--- config.mk ---
export PLATFORM = sky130hd
export DESIGN_NAME = s_p_deserializer
export DESIGN_NICKNAME = d
export VERILOG_FILES = /design/src/rtl/s_p_deserializer_pkg.sv /design/src/rtl/s_p_deserializer_beat_counter.sv /design/src/rtl/s_p_deserializer.sv
export SDC_FILE = /design/constraint.sdc
export NUM_CORES = 1
export LEC_CHECK = 0
export CAP_MARGIN = 20
export CORE_MARGIN = 1
export CORE_UTILIZATION = 50
export DETAILED_ROUTE_END_ITERATION = 8
export PLACE_DENSITY = 0.86
export REMOVE_ABC_BUFFERS = 1
export SLEW_MARGIN = 20
export SYNTH_ARGS = -nofsm -noshare
export SYNTH_HDL_FRONTEND = slang
export SYNTH_SLANG_ARGS = --single-unit
--- constraint.sdc ---
create_clock -name CK -period 5.9 [get_ports CK]
set_input_delay 1.18 -clock CK [delete_from_list [all_inputs] [get_ports CK]]
set_output_delay 1.18 -clock CK [all_outputs]
set_load 0.05 [all_outputs]
--- src/rtl/s_p_deserializer_pkg.sv ---
// Shared types and helpers for the serial-to-parallel deserializer.
package s_p_deserializer_pkg;

    typedef enum logic {
        IDLE  = 1'b0,
        ACCUM = 1'b1
    } acc_state_e;

    // Beat counter width: ceil(log2(n)), never narrower than one bit.
    function automatic int beat_cnt_w(input int n);
        return (n <= 2) ? 1 : $clog2(n);
    endfunction

endpackage

--- src/rtl/s_p_deserializer_beat_counter.sv ---
// Beat index counter 0..N-1 with wrap; clr forces the current beat to index 0.
module beat_counter
    import s_p_deserializer_pkg::*;
#(
    parameter int N = 8
) (
    input  logic                     CK,
    input  logic                     RST,
    input  logic                     inc,
    input  logic                     clr,
    output logic [beat_cnt_w(N)-1:0] count,
    output logic                     last
);
    localparam int W = beat_cnt_w(N);

    logic [W-1:0] cnt_q, cnt_d, cur;

    // count/last describe the beat presented now, so a start-of-frame beat is index 0.
    assign cur   = clr ? '0 : cnt_q;
    assign last  = (cur == W'(N - 1));
    assign count = cur;

    always_comb begin
        cnt_d = cnt_q;
        if (inc) cnt_d = last ? '0 : cur + W'(1);
    end

    always_ff @(posedge CK or negedge RST) begin
        if (!RST) cnt_q <= '0;
        else      cnt_q <= cnt_d;
    end

endmodule

--- src/rtl/s_p_deserializer.sv ---
// Assembles C_LANES-wide serial beats into C_BITS_OUT-wide words with a valid/ready output.
module s_p_deserializer
    import s_p_deserializer_pkg::*;
#(
    parameter int C_BITS_OUT  = 8,
    parameter int C_LANES     = 1,
    parameter int C_MSB_FIRST = 0
) (
    input  logic                  CK,
    input  logic                  RST,
    input  logic [C_LANES-1:0]    D,
    input  logic                  D_VALID,
    input  logic                  SOF,
    output logic [C_BITS_OUT-1:0] Q,
    output logic                  Q_VALID,
    input  logic                  Q_READY,
    output logic                  OVF
);
    localparam int N = C_BITS_OUT / C_LANES;
    localparam int W = beat_cnt_w(N);

    acc_state_e            state_q, state_d;
    logic [C_BITS_OUT-1:0] sr_q, sr_d, word;
    logic [C_BITS_OUT-1:0] q_q, q_d;
    logic                  q_valid_q, q_valid_d;
    logic                  ovf_q, ovf_d;
    logic [W-1:0]          idx;
    logic                  last, accept, restart, complete, xfer;
    int                    pos;

    assign accept   = D_VALID;
    assign restart  = D_VALID & SOF;
    assign complete = accept & last;
    assign xfer     = q_valid_q & Q_READY;

    beat_counter #(.N(N)) u_cnt (
        .CK   (CK),
        .RST  (RST),
        .inc  (accept),
        .clr  (restart),
        .count(idx),
        .last (last)
    );

    always_comb begin
        state_d = state_q;
        if (accept) state_d = last ? IDLE : ACCUM;
    end

    // Beats are written in place; a restart drops whatever partial word was held.
    always_comb begin
        pos  = (C_MSB_FIRST != 0) ? (N - 1 - int'(idx)) : int'(idx);
        word = restart ? '0 : sr_q;
        word[pos*C_LANES +: C_LANES] = D;
        sr_d = sr_q;
        if (accept) sr_d = last ? '0 : word;
    end

    // A completed word lands only if the holding register is free or draining this edge.
    always_comb begin
        q_d       = q_q;
        q_valid_d = q_valid_q;
        ovf_d     = ovf_q;
        if (complete) begin
            if (!q_valid_q || Q_READY) begin
                q_d       = word;
                q_valid_d = 1'b1;
            end else begin
                ovf_d = 1'b1;
            end
        end else if (xfer) begin
            q_valid_d = 1'b0;
        end
    end

    always_ff @(posedge CK or negedge RST) begin
        if (!RST) begin
            state_q   <= IDLE;
            sr_q      <= '0;
            q_q       <= '0;
            q_valid_q <= 1'b0;
            ovf_q     <= 1'b0;
        end else begin
            state_q   <= state_d;
            sr_q      <= sr_d;
            q_q       <= q_d;
            q_valid_q <= q_valid_d;
            ovf_q     <= ovf_d;
        end
    end

    assign Q       = q_q;
    assign Q_VALID = q_valid_q;
    assign OVF     = ovf_q;

endmodule

==> results.py <==
metrics = {
    "floorplan": {
        "die_w_microns": 50.9,
        "dieArea_sq_mm": 0.00259,
        "dieHeight_microns": 50.9,
        "rows": 17,
        "start_util_pct": 53.5,
        "boundaryPins": 16,
        "coreArea_sq_mm": 0.00223,
    },
    "run_status": {
        "status": "complete, no violations",
    },
    "clock_tree": {
        "cts_hold_buffers": 0,
        "cts.path.max_buffers": 2,
        "cts.sinks": 21,
        "clkTransAtPathRegs_ps": 110,
        "clock_latency_ps": 310,
        "postCtsSetupRepairBufs": 0,
        "root_buffer": "clkbuf_4",
        "cts_buffers": 3,
        "htree_num_levels": 1,
        "cts.repair.resized": 0,
        "tritoncts": "built",
    },
    "timing": {
        "hold_viol_final": 0,
        "rsz0062_at_grt": "no",
        "setup-violations-final": 0,
        "skew_ps": 5.52,
        "period_needed_ps": 3900,
        "fin_setup_tns_ps": 0,
        "fin_crit_sh_pct": 66.0,
        "slew_headroom_pct": 39.5,
        "tightestPinTransition_ps": 904,
        "slew_violations": 0,
        "max_freq_mhz": 257,
    },
    "worst_setup_path": {
        "rr_startpoint": "u_cnt.cnt_q[0]",
        "path_class": "in -> reg",
        "cp-start-kind": "input port",
        "crit_buf_inv": 1,
        "critical_path.top_delay_family": "simple AND/OR/NAND/NOR gates",
        "crit_path_max_incr_delay_ps": 830,
        "critPathArrivalTime_ps": 4100,
        "cp_cell_sequence": "clkdlybuf4s50_1 > nand2_1 > nand2_1 > ha_1 > ha_1 > nor4b_1 > mux2_2 > mux2_2",
        "r2r_slack_ps": 3370,
        "slowest_stage": "clkdlybuf4s50_1",
        "critPathMaxFanout": 17,
        "crit_path_end_kind": "flop",
        "worstRegToRegCells": 7,
        "cp.required_ps": 6110,
        "reg2reg_to": "Q[4]",
    },
    "global_routing": {
        "grt_usage_pct": 21.3,
        "grt_pass1_wl_microns": 3940,
        "grt_antenna_before_repair": 0,
        "grt_max_degree": 22,
        "grt_pass1_vias": 872,
        "overflow": 0,
    },
    "power": {
        "vdd_drop_max_mv": 0.283,
        "p_leak_nw": 0.614,
        "p_per_area_mw_per_mm2": 326,
    },
    "finish": {
        "final_cell_mix": "dfrtp_1, inv_1, clkdlybuf4s50_1, nand2_1, mux2_2",
        "diodes": 0,
        "stdcell_area_sq_mm": 0.00138,
        "layout_commonest_cell": "dfrtp_1",
        "area_growth_pct": 15.7,
        "fin_nets": 143,
        "drive_gt1_share_pct": 13.1,
    },
    "placement": {
        "place.gp.congestion": 0.877,
        "place_area_sq_mm": 0.00136,
        "dp_hpwl_microns": 1730,
        "port_buffers": 15,
    },
    "routing": {
        "num_vias": 895,
        "drt-total-wl_microns": 2350,
        "viasPerCell": 5.66,
        "dr.pass1.iters": 4,
        "antenna_left": 0,
        "drt_iter0_markers": 23,
        "drc": 0,
        "routedWlPerCell_microns": 14.8,
    },
    "synthesis": {
        "synth_area_sq_mm": 0.00119,
        "seq_area_frac_synth_pct": 44.0,
        "synth.avg_cell_area_sq_um": 10.4,
        "synthDistinctLibCells": 33,
        "ys_warn_count": 0,
        "syn_inst": 115,
        "yosys_register_bits": 21,
    },
    "hold_path": {
        "min_to": "OVF",
        "hp-class": "reg -> reg",
        "hold_depth": 1,
        "holdCritStartpoint": "OVF",
    },
    "job": {
        "maxCapViolCount": 0,
    },
}
==> flip-flops by register name (all words and copies together) (netlist names) <==
signal and count:
Q 8, sr_q 8, u_cnt.cnt_q 3, OVF 1, Q_VALID 1
==> stage by stage <==
stage | hold slack, ps | std cells | total power (W) | worst slack [ps] | util (%)
after global placement | 460 | 154 | 0.000376 | 1770 | 60.7
final | 486 | 158 | 0.000451 | 2000 | 61.9
after floorplan | 462 | 111 | 0.000321 | 2730 | -
after CTS | 491 | 158 | 0.000452 | 2020 | 61.9
after detailed placement | 465 | 154 | 0.000384 | 1690 | 60.7
after global routing | 507 | 158 | 0.000476 | 1680 | 61.9
==> kinds of logic (layout without fill, tap and decap cells) <==
kind of cell / after synthesis / after routing / synth area share (%)
simple gates: 30 / 30 / 14.9
compound gates: 25 / 25 / 15.6
flops: 21 / 21 / 44.0
buf+inv: 19 / 34 / 6.70
mux: 14 / 14 / 12.6
fa+ha+maj: 6 / 6 / 6.28
==> worst reg2reg max path, stage by stage, from the launching register on <==
cell and delay (ps):
dfrtp_1 460, a21bo_4 280, ha_1 180, ha_1 400, nor4b_1 300, o21a_1 220, mux2_2 340, mux2_2 260
==> where the power goes <==
part	switching [W]	total (W)	internal, W
clock network	0.0000424	0.0000688	0.0000265
registers	0.0000192	0.000188	0.000169
logic	0.000125	0.000195	0.0000699
==> worst max-delay path by stage <==
stage                       start   end  cells past startpoint
after CTS                 D_VALID  Q[5]                      8
after detailed placement  D_VALID  Q[5]                      8
after global placement    D_VALID  Q[5]                      8
final                     D_VALID  Q[5]                      8
after floorplan               SOF  Q[5]                      7
after global routing      D_VALID  Q[5]                      8
==> synthesized netlist by cell type (all sizes together) <==
cell	instances	area, sq um
and2	2	15.0
a22o	2	17.5
o21ai	4	20.0
and2b	1	8.76
buf	1	11.3
or4b	1	13.8
nand3	2	10.0
o2111a	1	11.3
a21bo	1	16.3
nand2b	1	6.26
inv	15	56.3
a21oi	3	15.0
mux2i	6	60.1
ha	6	75.1
o21bai	1	7.51
and3b	1	8.76
nor3	2	15.0
nand2	12	45.0
a32o	1	10.0
mux2	8	90.1
dfrtp	21	526
a31oi	1	6.26
o211ai	2	15.0
o41a	2	22.5
nor2b	2	12.5
nor2	2	7.51
nor4b	4	35.0
clkbuf	3	12.5
o21a	1	7.51
o22ai	6	37.5
==> cell type report <==
cell class	count	area (sq um)
Clock buffer	4	26.3
Fill cell	181	851
Inverter	15	56.3
Multi-Input combinational cell	75	589
Sequential cell	21	526
Tap cell	28	35.0
Timing Repair Buffer	15	150
==> layer usage <==
metal	routed length, microns	track usage, %	vias to the layer above
met5	0	0	-
met4	44	11.6	0
met3	120	3.57	5
met2	1140	35.6	28
met1	1040	26.2	427
li1	-	-	435
(Power assumes the default switching activity.)
